## src/rtl/mc_control.sv

```systemverilog
// mc_control: multi-cycle instruction sequencer.
// Walks each instruction through FETCH/DECODE/EXEC/MEM/WB and traps on
// illegal encodings. Only the opcode and funct fields of the fetched word are
// kept, because decode never looks at the other bits.
//
// Ports
//   clk, rst_n           clock, asynchronous active-low reset
//   instr[31:0]          instruction word, captured in FETCH on mem_ready
//   mem_ready            memory access completes this cycle
//   stall                freeze request
//   pc_we, ir_we, reg_we write enables
//   mem_rd, mem_wr       memory strobes
//   alu_op               0=ADD 1=SUB 2=AND 3=OR 4=MUL 5=LUI
//   alu_src_imm          ALU B operand is the immediate
//   wb_sel               write-back source: 0=ALU, 1=memory
//   state[2:0]           current FSM state
//   retire               one-cycle pulse when an instruction completes
//   illegal              sticky illegal-instruction flag
//
// state  | meaning
// FETCH  | read instruction, capture IR on mem_ready
// DECODE | classify IR; NOP retires here, illegal goes to TRAP
// EXEC   | drive ALU controls; MUL stays MUL_CYCLES cycles
// MEM    | LW reads / SW writes until mem_ready
// WB     | register write and retire
// TRAP   | dead until reset
module mc_control #(
  parameter int MUL_CYCLES = 4,
  parameter int ALU_OP_W   = 4
) (
  input  logic                clk,
  input  logic                rst_n,
  input  logic [31:0]         instr,
  input  logic                mem_ready,
  input  logic                stall,
  output logic                pc_we,
  output logic                ir_we,
  output logic                reg_we,
  output logic                mem_rd,
  output logic                mem_wr,
  output logic [ALU_OP_W-1:0] alu_op,
  output logic                alu_src_imm,
  output logic                wb_sel,
  output logic [2:0]          state,
  output logic                retire,
  output logic                illegal
);

  typedef enum logic [2:0] {
    S_FETCH  = 3'd0,
    S_DECODE = 3'd1,
    S_EXEC   = 3'd2,
    S_MEM    = 3'd3,
    S_WB     = 3'd4,
    S_TRAP   = 3'd5
  } state_t;

  localparam logic [5:0] OP_RALU = 6'b001100;
  localparam logic [5:0] OP_ORI  = 6'b001101;
  localparam logic [5:0] OP_LUI  = 6'b001110;
  localparam logic [5:0] OP_LW   = 6'b100011;
  localparam logic [5:0] OP_SW   = 6'b101011;
  localparam logic [5:0] OP_NOP  = 6'b000000;

  localparam logic [5:0] FN_ADD = 6'b100000;
  localparam logic [5:0] FN_SUB = 6'b100010;
  localparam logic [5:0] FN_AND = 6'b100100;
  localparam logic [5:0] FN_OR  = 6'b100101;
  localparam logic [5:0] FN_MUL = 6'b110010;

  state_t     st;
  logic [5:0] ir_op;
  logic [5:0] ir_fn;
  logic [3:0] mul_cnt;
  logic       illegal_q;

  // Middle instruction bits carry register/immediate fields this block never uses.
  logic unused_instr;
  assign unused_instr = ^instr[25:6];

  logic is_ralu, is_ori, is_lui, is_lw, is_sw, is_nop, is_mul, fn_ok, dec_illegal;
  logic [ALU_OP_W-1:0] dec_op;

  always_comb begin
    is_ralu = (ir_op == OP_RALU);
    is_ori  = (ir_op == OP_ORI);
    is_lui  = (ir_op == OP_LUI);
    is_lw   = (ir_op == OP_LW);
    is_sw   = (ir_op == OP_SW);
    is_nop  = (ir_op == OP_NOP);
    is_mul  = is_ralu && (ir_fn == FN_MUL);
    fn_ok   = (ir_fn == FN_ADD) || (ir_fn == FN_SUB) || (ir_fn == FN_AND) ||
              (ir_fn == FN_OR)  || (ir_fn == FN_MUL);
    dec_illegal = !((is_ralu && fn_ok) || is_ori || is_lui || is_lw || is_sw || is_nop);

    // Loads/stores use ADD for address generation.
    dec_op = ALU_OP_W'(0);
    if (is_ori) dec_op = ALU_OP_W'(3);
    if (is_lui) dec_op = ALU_OP_W'(5);
    if (is_ralu) begin
      case (ir_fn)
        FN_SUB:  dec_op = ALU_OP_W'(1);
        FN_AND:  dec_op = ALU_OP_W'(2);
        FN_OR:   dec_op = ALU_OP_W'(3);
        FN_MUL:  dec_op = ALU_OP_W'(4);
        default: dec_op = ALU_OP_W'(0);
      endcase
    end
  end

  always_ff @(posedge clk or negedge rst_n) begin
    if (!rst_n) begin
      st        <= S_FETCH;
      ir_op     <= '0;
      ir_fn     <= '0;
      mul_cnt   <= '0;
      illegal_q <= 1'b0;
    end else if (!stall) begin
      case (st)
        S_FETCH: begin
          if (mem_ready) begin
            ir_op <= instr[31:26];
            ir_fn <= instr[5:0];
            st    <= S_DECODE;
          end
        end
        S_DECODE: begin
          if (dec_illegal) begin
            st        <= S_TRAP;
            illegal_q <= 1'b1;
          end else if (is_nop) begin
            st <= S_FETCH;
          end else begin
            st      <= S_EXEC;
            mul_cnt <= 4'(MUL_CYCLES - 1);
          end
        end
        S_EXEC: begin
          // Counter reaches zero on the last MUL cycle; other ops exit at once.
          if (is_mul && (mul_cnt != 4'd0)) mul_cnt <= mul_cnt - 4'd1;
          else if (is_lw || is_sw)         st <= S_MEM;
          else                             st <= S_WB;
        end
        S_MEM: begin
          if (mem_ready) st <= is_lw ? S_WB : S_FETCH;
        end
        S_WB:    st <= S_FETCH;
        S_TRAP:  st <= S_TRAP;
        default: st <= S_FETCH;
      endcase
    end
  end

  // Strobes follow state; enables and retire are suppressed while stalled.
  always_comb begin
    pc_we       = 1'b0;
    ir_we       = 1'b0;
    reg_we      = 1'b0;
    mem_rd      = 1'b0;
    mem_wr      = 1'b0;
    alu_op      = '0;
    alu_src_imm = 1'b0;
    wb_sel      = 1'b0;
    retire      = 1'b0;
    case (st)
      S_FETCH: begin
        mem_rd = 1'b1;
        ir_we  = mem_ready && !stall;
        pc_we  = mem_ready && !stall;
      end
      S_DECODE: retire = is_nop && !dec_illegal && !stall;
      S_EXEC: begin
        alu_op      = dec_op;
        alu_src_imm = is_ori || is_lui || is_lw || is_sw;
      end
      S_MEM: begin
        mem_rd = is_lw;
        mem_wr = is_sw;
        retire = is_sw && mem_ready && !stall;
      end
      S_WB: begin
        reg_we = !stall;
        wb_sel = is_lw;
        retire = !stall;
      end
      default: ;
    endcase
  end

  assign state   = st;
  assign illegal = illegal_q;

endmodule

```

## config.mk

```make
export PLATFORM = sky130hd
export DESIGN_NAME = mc_control
export DESIGN_NICKNAME = d
export VERILOG_FILES = /design/src/rtl/mc_control.sv
export SDC_FILE = /design/constraint.sdc
export NUM_CORES = 1
export LEC_CHECK = 0
export BUFFER_PORTS_ARGS = -buffer_cell sky130_fd_sc_hd__buf_2
export CAP_MARGIN = 20
export CORE_MARGIN = 2
export CORE_UTILIZATION = 35
export DETAILED_ROUTE_END_ITERATION = 8
export PLACE_DENSITY_LB_ADDON = 0.2
export SYNTH_ARGS = -nofsm -noshare
export SYNTH_HDL_FRONTEND = slang
export SYNTH_SLANG_ARGS = --single-unit
```

## constraint.sdc

```tcl
create_clock -name clk -period 4 [get_ports clk]
set_input_delay 0.8 -clock clk [delete_from_list [all_inputs] [get_ports clk]]
set_output_delay 0.8 -clock clk [all_outputs]
set_load 0.1 [all_outputs]
```

==> impl_metrics.toml <==
[synthesis]
synth-simple-area-share = 0.3225
ys_ff_latch = 20
yosys_warnings = 0
synthDistinctLibCells = 44
yosysMostFrequentCell = "nand2_1"
synth_edf_count = 0
synthFlopType = "dfrtp_1"
syn_area_mm2 = 0.001269
synth_top_family_by_area = "simple AND/OR/NAND/NOR gates"
ys_seq_area_frac = 0.3945
synthAdderAreaFrac = 0.01972
synth.area.top_cells = "dfrtp_1, nand2_1, nor2_1"
synth_compound_area_frac = 0.1716
synth_top_area_cell = "dfrtp_1"
syn-instance-count = 156
async_flop_share = 1.000
synth_xor_area_frac = 0.006903
synth_top_area_share = 0.3945
synthTopCellsByCount = "nand2_1, dfrtp_1, nor2_1"
synth_nets = 194
syn_area_per_cell_um2 = 8.133
muxShareOfSynthArea = 0.02663

[sta]
hold_viol_final = 0
finalCritPeriodShare = 0.8155
layout_setup_ws_ns = 0.7382
slew_headroom = 0.4665
skew_ns = 0.0006376
slew_violations = 0
fin_tns_setup_ns = 0
rsz0062_at_grt = "no"
fmax_mhz = 306.6
tightestPinTransition_ns = 0.7942
min_period_ns = 3.262
hold-worst-slack_ns = 0.4185
setup_viol = 0

[global_route]
overflow = 0
antenna_found_initial = 0
track_usage = 0.1550
grt_pass1_wl_um = 5099
grt_max_degree = 21
grt_pass1_vias = 1104

[die]
die_h_um = 64.21
rows = 21
core_area_mm2 = 0.003416
io_pins = 52
die_area_mm2 = 0.004122
die_w_um = 64.21
start_util = 0.3714

[drt]
drcViolationCount = 0
wl_per_cell_um = 12.10
drtIter0Drc = 52
wl_um = 2772
dr.pass1.iters = 4
via_per_inst = 5.105
vias = 1169
drtAntennaViolNets = 0

[clock_tree]
cts.clk_slew.worst_paths_ns = 0.12
h-tree-depth = 1
cts_tree = "built"
cts_buffer_depth = 2
cts_buffers = 3
cts.sinks = 20
cts_hold_buf = 0
worstSkewPairLatency_ns = 0.30
ctsResizeCount = 0
post-cts-setup-buffer-count = 0
cts-root-buf = "clkbuf_4"

[placement]
gp_congestion = 0.8063
dp_worst_setup_slack_ns = 0.7606
portBuffers = 30
dpl.hpwl_um = 2134
dpl_cell_area_mm2 = 0.001445

[worst_setup_path]
cp.required_ns = 3.20
crit_path_cell_trace = "nor2_1 > nand3_1 > inv_1 > buf_2"
r2r_cells = 5
worstPathArrival_ns = 2.46
crit_type = "register to primary output"
crit_path_end_kind = "primary output"
cp_slowest_cell = "dfrtp_1"
setup.worst_path.start_class = "register"
crit_fanout = 16
slowest_delay_ns = 0.56
rrSetupSlack_ns = 1.73
reg2reg_from = "state[1]"
worstReg2RegEnd = "mul_cnt[1]"

[finish]
final_nets = 222
area_growth_pct = 18.05
drive_gt1_frac = 0.2459
fin_area_mm2 = 0.001498
num_antenna_cells = 0

[hold_path]
hold_class = "input pin to asynchronous set/reset pin"

[run_status]
outcome = "completed"

[power]
ir_worst_vdd_v = 0.0002917
p_total_uw = 1070
p_per_area_mw_per_mm2 = 714.7
leakage_uw = 0.0007234

[job]
cap_violations = 0
[cell type report]
cell class | instances | area [um^2]
Fill cell | 367 | 1918
Tap cell | 46 | 57.56
Clock buffer | 3 | 22.52
Clock inverter | 1 | 30.03
Sequential cell | 20 | 500.5
Timing Repair Buffer | 30 | 150.1
Multi-Input combinational cell | 120 | 703.2
Inverter | 9 | 33.78
[registers in the layout, summed over array words and instances (netlist names)]
name / flops
ir_op: 6
state: 3
ir_fn: 6
mul_cnt: 4
illegal: 1
[metrics by stage]
step	std cells	util
6_report	229	0.4385
5_1_grt	229	0.4385
2_1_floorplan	156	-
3_3_place_gp	225	0.4231
3_5_place_dp	225	0.4231
4_1_cts	229	0.4385
[cells in the final DEF (no fill, tap or decap), types with 2 or more instances in the layout]
cell type	Yosys	final
nor2_1	14	14
nand2_1	42	42
a21o_1	2	2
nand3_1	6	6
a21oi_1	5	5
nor3_1	2	2
a31oi_1	3	3
nor3b_2	1	2
buf_2	2	30
nand2b_1	2	2
or4_4	2	2
clkbuf_4	0	3
mux2_2	2	2
a211oi_1	2	2
o21ai_0	7	7
nand4_1	2	2
and4_1	2	2
ha_1	2	2
or3_1	2	2
inv_1	9	9
dfrtp_1	20	20
[cell families (layout without fill, tap and decap cells)]
logic type | Yosys count | after routing
AND/OR/NAND/NOR | 83 | 83
multiplexers | 3 | 3
adder cells (fa/ha/maj) | 2 | 2
flip-flops | 20 | 20
buffers and inverters | 16 | 43
XOR/XNOR | 1 | 1
AO/OA/AOI/OAI | 30 | 30
other | 1 | 1
[worst max path at each step]
stage                         from         to  cells after the start
after CTS                 state[1]      pc_we                      4
after detailed placement     stall      pc_we                      5
after global routing      state[1]      ir_we                      4
after floorplan           state[1]  alu_op[0]                      3
after global placement       stall      pc_we                      5
final                     state[1]      pc_we                      4
[power breakdown]
part           leakage, uW  switching, uW  internal [uW]
sequential        0.000241            112            272
clock            0.0000279           65.3            101
combinational     0.000455            369            151
total             0.000723            547            524
[worst max-delay path, delay by kind of cell, from the launching register on]
kind,cells,cell delay [ns]
buf+inv,2,0.97
simple gates,2,0.62
flops,1,0.56
[per-layer routing]
metal | up-vias | global-route usage | wire length (um)
met4 | 0 | 0.02660 | 21
met3 | 2 | 0.03697 | 138
li1 | 592 | - | -
met2 | 27 | 0.2591 | 1332
met5 | - | 0 | 0
met1 | 548 | 0.2062 | 1279
Power figures use the tool's default switching activity.
